<file path="config.mk">
export PLATFORM = sky130hd
export DESIGN_NAME = psr2_deframer
export DESIGN_NICKNAME = d
export VERILOG_FILES = /design/src/rtl/psr2_pkg.sv /design/src/rtl/psr2_hold.sv /design/src/rtl/psr2_deframer.sv
export SDC_FILE = /design/constraint.sdc
export NUM_CORES = 1
export LEC_CHECK = 0
export BUFFER_PORTS_ARGS = -buffer_cell sky130_fd_sc_hd__buf_2
export CAP_MARGIN = 20
export CELL_PAD_IN_SITES_DETAIL_PLACEMENT = 0
export CELL_PAD_IN_SITES_GLOBAL_PLACEMENT = 1
export CORE_ASPECT_RATIO = 1.4
export CORE_UTILIZATION = 37
export CTS_CLUSTER_SIZE = 25
export DETAILED_ROUTE_END_ITERATION = 12
export PLACE_DENSITY = 0.75
export SLEW_MARGIN = 20
export SYNTH_ARGS = -nofsm -noshare
export SYNTH_HDL_FRONTEND = slang
export SYNTH_SLANG_ARGS = --single-unit
</file>
<file path="constraint.sdc">
create_clock -name clk -period 1.29 [get_ports clk]
set_clock_uncertainty 0.05 [all_clocks]
set_input_delay 0.387 -clock clk [delete_from_list [all_inputs] [get_ports clk]]
set_output_delay 0.387 -clock clk [all_outputs]
set_load 0.02 [all_outputs]
</file>
<file path="src/rtl/psr2_pkg.sv">
`default_nettype none
// ============================================================================
//  Module      : psr2_pkg
//  Description : Shared constants for the psr2 serial family. Holds the
//                deframer state encoding, the default payload width and a
//                helper that sizes the bit counter.
//  Revision    : 1.0  initial release
// ============================================================================
package psr2_pkg;

  // Default payload width, shared with psr2 and the splitter
  localparam int PSR2_WIDTH = 8;

  // Deframer state encoding
  localparam logic [1:0] HUNT  = 2'd0;
  localparam logic [1:0] SHIFT = 2'd1;
  localparam logic [1:0] STOP  = 2'd2;

  // Counter must reach WIDTH itself without wrapping, hence the extra bit
  function automatic int psr2_cnt_w(input int width);
    return $clog2(width) + 1;
  endfunction

endpackage : psr2_pkg
`default_nettype wire

</file>
<file path="src/rtl/psr2_hold.sv">
`default_nettype none
// ============================================================================
//  Module      : psr2_hold
//  Description : One-deep valid/ready output register. A load is taken when
//                the register is empty or is being drained on the same clock,
//                so back-to-back words never see a bubble. A load that finds
//                the register full and not draining is dropped and reported
//                with a one-cycle full_drop pulse.
//  Revision    : 1.0  initial release
// ============================================================================
module psr2_hold #(
  parameter int WIDTH = 8
) (
  input  logic             clk,
  input  logic             clr,
  input  logic             load,
  input  logic [WIDTH-1:0] load_data,
  input  logic             rdy,
  output logic [WIDTH-1:0] data,
  output logic             vld,
  output logic             full_drop
);

  logic [WIDTH-1:0] data_q;
  logic [WIDTH-1:0] data_d;
  logic             vld_q;
  logic             vld_d;
  logic             drop_q;
  logic             drop_d;
  logic             w_take;

  // A load is accepted when there is room now or the held word leaves this clock
  assign w_take = load && (!vld_q || rdy);

  // Next-state for the holding register, valid flag and drop pulse
  always_comb begin
    data_d = data_q;
    vld_d  = vld_q;
    drop_d = 1'b0;
    if (w_take) begin
      data_d = load_data;
      vld_d  = 1'b1;
    end else if (load) begin
      // Full and not draining: keep the held word, report the loss
      drop_d = 1'b1;
    end else if (vld_q && rdy) begin
      vld_d  = 1'b0;
    end
  end

  // Register update with synchronous clear
  always_ff @(posedge clk) begin
    if (clr) begin
      data_q <= '0;
      vld_q  <= 1'b0;
      drop_q <= 1'b0;
    end else begin
      data_q <= data_d;
      vld_q  <= vld_d;
      drop_q <= drop_d;
    end
  end

  assign data      = data_q;
  assign vld       = vld_q;
  assign full_drop = drop_q;

endmodule : psr2_hold
`default_nettype wire

</file>
<file path="src/rtl/psr2_deframer.sv">
`default_nettype none
// ============================================================================
//  Module      : psr2_deframer
//  Description : Recovers WIDTH-bit words from the qualified psr2 serial
//                stream. Hunts for a start bit, shifts in the payload, checks
//                the stop bit and hands good words to a one-deep valid/ready
//                output register. Framing errors and dropped words are flagged
//                with registered one-cycle pulses.
//  Revision    : 1.0  initial release
// ============================================================================
module psr2_deframer
  import psr2_pkg::*;
#(
  parameter int WIDTH     = PSR2_WIDTH,
  parameter bit MSB_FIRST = 1'b1,
  parameter bit START_BIT = 1'b1
) (
  input  logic             clk,
  input  logic             clr,
  input  logic             sin,
  input  logic             sin_vld,
  output logic [WIDTH-1:0] pout_data,
  output logic             pout_vld,
  input  logic             pout_rdy,
  output logic             frm_err,
  output logic             ovf
);

  localparam int                 c_CNT_W = psr2_cnt_w(WIDTH);
  localparam logic [c_CNT_W-1:0] c_LAST  = c_CNT_W'(WIDTH - 1);
  localparam logic [c_CNT_W-1:0] c_ONE   = c_CNT_W'(1);
  localparam bit                 c_STOP_BIT = ~START_BIT;

  logic [1:0]         state_q;
  logic [1:0]         state_d;
  logic [c_CNT_W-1:0] cnt_q;
  logic [c_CNT_W-1:0] cnt_d;
  logic [WIDTH-1:0]   shift_q;
  logic [WIDTH-1:0]   shift_d;
  logic               frm_err_q;
  logic               frm_err_d;
  logic [WIDTH-1:0]   w_shift_in;
  logic               w_word_good;

  // Bit ordering of the shift register is fixed at elaboration
  if (MSB_FIRST) begin : g_msb_first
    assign w_shift_in = {shift_q[WIDTH-2:0], sin};
  end else begin : g_lsb_first
    assign w_shift_in = {sin, shift_q[WIDTH-1:1]};
  end

  // FSM state register
  always_ff @(posedge clk) begin
    if (clr) begin
      state_q <= HUNT;
    end else begin
      state_q <= state_d;
    end
  end

  // FSM next-state: moves only on qualified samples, so gaps simply stall it
  always_comb begin
    state_d = state_q;
    if (sin_vld) begin
      case (state_q)
        HUNT:    if (sin == START_BIT) state_d = SHIFT;
        SHIFT:   if (cnt_q == c_LAST)  state_d = STOP;
        STOP:    state_d = HUNT;
        default: state_d = HUNT;
      endcase
    end
  end

  // FSM outputs: stop-bit verdict, either a good word or a framing error
  always_comb begin
    w_word_good = 1'b0;
    frm_err_d   = 1'b0;
    if (sin_vld && (state_q == STOP)) begin
      if (sin == c_STOP_BIT) begin
        w_word_good = 1'b1;
      end else begin
        frm_err_d   = 1'b1;
      end
    end
  end

  // Counter and shift register next-state; both frozen while sin_vld is low
  always_comb begin
    cnt_d   = cnt_q;
    shift_d = shift_q;
    if (sin_vld) begin
      if ((state_q == HUNT) && (sin == START_BIT)) begin
        cnt_d = '0;
      end else if (state_q == SHIFT) begin
        // Reaches WIDTH on the last payload bit and is cleared by the next start
        cnt_d   = cnt_q + c_ONE;
        shift_d = w_shift_in;
      end
    end
  end

  // Datapath and error-pulse registers with synchronous clear
  always_ff @(posedge clk) begin
    if (clr) begin
      cnt_q     <= '0;
      shift_q   <= '0;
      frm_err_q <= 1'b0;
    end else begin
      cnt_q     <= cnt_d;
      shift_q   <= shift_d;
      frm_err_q <= frm_err_d;
    end
  end

  assign frm_err = frm_err_q;

  // Output register; its drop pulse is the overflow flag
  psr2_hold #(
    .WIDTH (WIDTH)
  ) u_hold (
    .clk       (clk),
    .clr       (clr),
    .load      (w_word_good),
    .load_data (shift_q),
    .rdy       (pout_rdy),
    .data      (pout_data),
    .vld       (pout_vld),
    .full_drop (ovf)
  );

endmodule : psr2_deframer
`default_nettype wire
</file>
* Word-level counts from Yosys, hierarchy flattened
Index checks and enable logic that the tools add are counted.
Cells by class: add/sub/neg operators 1, $mul 0, div/mod/pow operators 0, magnitude comparators 0, eq/ne operators 6, shift operators 0, mux-type cells 12, bitwise logic cells 2, reduce and logical (&&, ||, !) cells 15
Operator list (number):
- $mux W4 | 2
- $mux W1 | 7
- $ne A2 B2 Y1 const B | 3
- $reduce_and A3 Y1 | 2
- $add A4 B1 Y4 const B | 1
- $eq A4 B3 Y1 const B | 1
- $logic_and A1 B1 Y1 | 4
- $mux W2 | 2
- $pmux W2 S2 | 1
- $reduce_and A2 Y1 | 2
- $reduce_bool A2 Y1 | 2
- $reduce_or A2 Y1 | 2
- $eq A2 B1 Y1 const B | 1
- $eq A2 B2 Y1 const B | 1
- $logic_not A2 Y1 | 1
- $not A1 Y1 | 2
- $logic_not A1 Y1 | 1
- $logic_or A1 B1 Y1 | 1
Storage, ports and cells: register bits after elaboration 25, bits in latches 0, RAM bits 0, bits in read-only memories 0, output and inout bits 11, memories 0

* Logic depth before layout (Yosys ltp)
depth after elaboration 6, depth in mapped cells 5

* Modules after synthesis
Synthesis repeated with hierarchy kept, for this count alone.
Unflattened totals: cells, all modules 116, area total of the unflattened synthesis 1066.0 um2
Modules (own cells, without submodules):
- psr2_deframer | times used 1, cells each 75, area an instance 629.4 um2, sequential area each 300.3 um2
- psr2_hold | times used 1, cells each 41, area an instance 436.7 um2, sequential area each 200.2 um2

* Worst setup path after synthesis
Ideal clock, no wire load.
path type input-to-reg, start point in sin_vld, end point reg cnt_q[3], setup time 0.074 ns, arrival 1.208 ns, required time 1.166 ns, setup slack -0.042 ns, stages 4, path buffers 1, path through buf_4 -> nand2b_4 -> or4b_1 -> a31oi_1
On the way: longest elaborated chain between the ends 1
Ends and longest elaborated chain:
- start, declared | line psr2_deframer.sv:21 | input logic sin_vld,
- $reduce_and A2 Y1 (no source line)
- end signal, assigned | line psr2_deframer.sv:109 | cnt_q <= cnt_d;
- end, declared | line psr2_deframer.sv:36 | logic [c_CNT_W-1:0] cnt_q;
Every way passes these cells. A chain may end at the register's enable or synchronous reset.

* Final worst setup path
start point reg state_q[1], end point reg cnt_q[3]
On the way: longest elaborated chain between the ends 4, elaborated cells between the ends (all ways) 6
Ends and longest elaborated chain:
- start, declared | line psr2_deframer.sv:34 | logic [1:0] state_q;
- start signal, assigned | line psr2_deframer.sv:57 | state_q <= state_d;
- $logic_not A2 Y1 | line psr2_deframer.sv:92 | if ((state_q == HUNT) && (sin == START_BIT)) begin
- $logic_and A1 B1 Y1 | line psr2_deframer.sv:92
- $reduce_bool A2 Y1 (no source line)
- $reduce_and A2 Y1 (no source line)
Several ways; a longest one is shown, not always the timed one.

==> results by group <==
Status
  – Status: finished clean

Critical path
  – Crit path required time: 1.50 ns
  – CP Max Fanout: 8
  – CP Data Arrival Time: 1.47 ns
  – R2R setup slack: 0.04 ns
  – Setup CP Type: reg -> reg
  – CP Launch Type: register
  – Endpoint type of the worst setup path: register

Floorplan
  – Die height: 65.1 um
  – Io pins: 16
  – Die ar.: 3060 um^2
  – Site Rows: 22
  – Initial core utilization: 39.4%
  – Die W: 47.1 um
  – Placeable core area: 2670 um^2

CTS
  – Root Buffer: clkbuf_4
  – Worst-Skew Late Latency: 0.32 ns
  – Clock Pin Slew Worst Setup and Hold Paths: 0.15 ns
  – Post CTS Setup Buffer Count: 0
  – CTS hold repair buffers: 0
  – Num CTS Buffers: 3
  – TritonCTS clock tree: yes
  – CTS HTree Levels: 1
  – Clock Sink Count: 25
  – Clock tree buffer depth: 2

Synth
  – Number of distinct library cells after synthesis: 25
  – Sequential element share of the synthesized area: 47.6%
  – FFs w/ async S/R, synth: 0%
  – Ys Warns: 0
  – Synth Instances: 116
  – Top FF cell, synth: dfxtp_1
  – Number of enable flip-flop cells after synthesis: 0
  – Seq cells post-synth: 25
  – Post-synth top area cell: dfxtp_1
  – Post-synth top area share: 47.6%
  – Synth area leaders: dfxtp_1 (48%), nand2b_1 (11%), mux2i_1 (7.6%)
  – Synthesized area: 1050 um^2
  – Syn nets: 122
  – Synth Area per Inst: 9.07 um^2

Finish
  – Fill cells: 264
  – Layout cells sized above 1: 32.9%
  – Commonest non-fill, non-tap cell in the layout: nand2b_1
  – Fin area: 1340 um^2
  – Most frequent cells in the layout: nand2b_1 (18), nand2_1 (17), buf_4 (14)
  – Footprint of the multi-input gates: 537 um^2
  – FF+latch area: 515 um^2
  – Final core occ: 50.1%
  – Layout net count: 147
  – # diodes: 0
  – Synthesis-to-layout area growth: 27.2%

Route
  – Via density: 4.73
  – Total number of vias: 833
  – Residual DRC: 0
  – Drt pass-1 iters: 4
  – Routed wire length: 1940 um
  – WL/cell: 11.0 um
  – Iteration-0 DRC Markers: 15
  – DRT antenna net count: 0

Timing
  – Slew @ Worst Pin: 0.336 ns
  – Slew headroom: 77.3%
  – Minimum clock period: 1.25 ns
  – Fmax: 0.797 GHz
  – Max-slew violation count: 0
  – Unrepaired setup endpoints after global routing: true
  – Setup-failing EPs final: 0
  – Fin. Hold Viols: 0
  – Fin crit share: 97.3%

Global routing
  – Largest net degree at the start of global routing: 27
  – Global Route Usage Sum: 13.3%
  – Global-route wire length before repair: 2980 um
  – Vias in the first global route: 736
  – Antenna violations before repair: 0
  – Gr ovfl total: 0

Power and ir drop
  – IR drop worst, VDD: 0.000579 V
  – Lkg Pwr: 0.476 nW
  – PD cells: 931 nW/um^2

Place
  – Placed Area: 1230 um^2
  – IO buf count: 15
  – Final HPWL DP: 1440 um
  – RePlAce Congestion: 0.734

Job
  – Max_cap viols: 0

Hold path
  – Hold Crit Class: in -> reg
## metrics by stage
stage	total power [mW]	TNS, ns	worst slack, ns	cells	hold WS, ns
floorplan	0.863	0	0.0313	116	0.387
global placement	0.898	-0.398	-0.0443	172	0.399
detailed placement	0.900	-0.678	-0.0870	172	0.408
CTS	1.26	0	0.00189	176	0.318
global route	1.31	-0.00594	-0.00594	176	0.343
finish	1.25	0	0.0352	176	0.327
## flip-flops by register name, indices dropped and copies added, names as in the netlist
| signal | count |
|---|---|
| u_hold.data | 8 |
| u_hold.full_drop | 1 |
| state_q | 2 |
| cnt_q | 4 |
| frm_err | 1 |
| u_hold.vld | 1 |
| shift_q | 8 |
## path summary, 6_finish.rpt
kind,from,endpoint,cells past startpoint
worst max-delay path,state_q[1],cnt_q[3],3
worst min-delay path,pout_rdy,u_hold.full_drop,3
worst max register to register,state_q[1],cnt_q[3],3
worst min register to register,shift_q[1],shift_q[2],2
## critical path, cell delays in order, from the launching register on
cell      delay [ns]
dfxtp_2         0.39
nand2b_4        0.15
or4b_1          0.46
a31oi_1         0.16
## synth_stat cells, types with 2 or more instances
library cell and n:
dfxtp_1 25, nand3b_1 2, o21ai_0 5, mux2i_1 8
buf_2 3, nor2b_1 4, nand2b_1 18, a21oi_1 12
clkbuf_1 3, nor4bb_1 2, nand2_1 17, nor2_1 3
nand3_1 2
## repair_timing
| action | in CTS | in global routing |
|---|---|---|
| pin swaps | 0 | 1 |
| setup endpoints to repair | 5 | 19 |
| resized for setup | 5 | 23 |
| cloned | 0 | 0 |
## final cells by class
class	instances	area share (%)
repair buffers	27	15.5
multi-input cells	83	40.1
clock inverters	1	0.561
well taps	36	3.36
clock buffers	3	1.68
flip-flops and latches	25	38.5
inverters	1	0.280
## kinds of logic (layout without fill, tap and decap cells)
logic type / Yosys count / count (layout) / share of synthesized area, %
AOI/OAI and AO/OA: 20 / 20 / 10.1
DFF: 25 / 25 / 47.6
buffers and inverters: 8 / 32 / 3.57
and+or+nand+nor: 54 / 54 / 30.0
adders and majority gates: 1 / 1 / 1.19
muxes: 8 / 8 / 7.61
## power breakdown
group / total (mW) / switching (mW) / internal (mW) / leakage [nW]
Combinational: 0.100 / 0.0469 / 0.0535 / 0.255
Clock: 0.356 / 0.238 / 0.118 / 0.0139
Sequential: 0.790 / 0.00996 / 0.780 / 0.208
Total: 1.25 / 0.295 / 0.952 / 0.476
## layer usage
layer  vias to the layer above  part of all wire [%]  track usage, %
li1                        445                     -               -
met1                       373                    43            15.7
met2                        13                    53            22.7
met3                         2                   2.6            1.65
met4                         0                   1.2            6.43
met5                         -                     0               0
No activity file was read; power rests on OpenSTA's default activity.
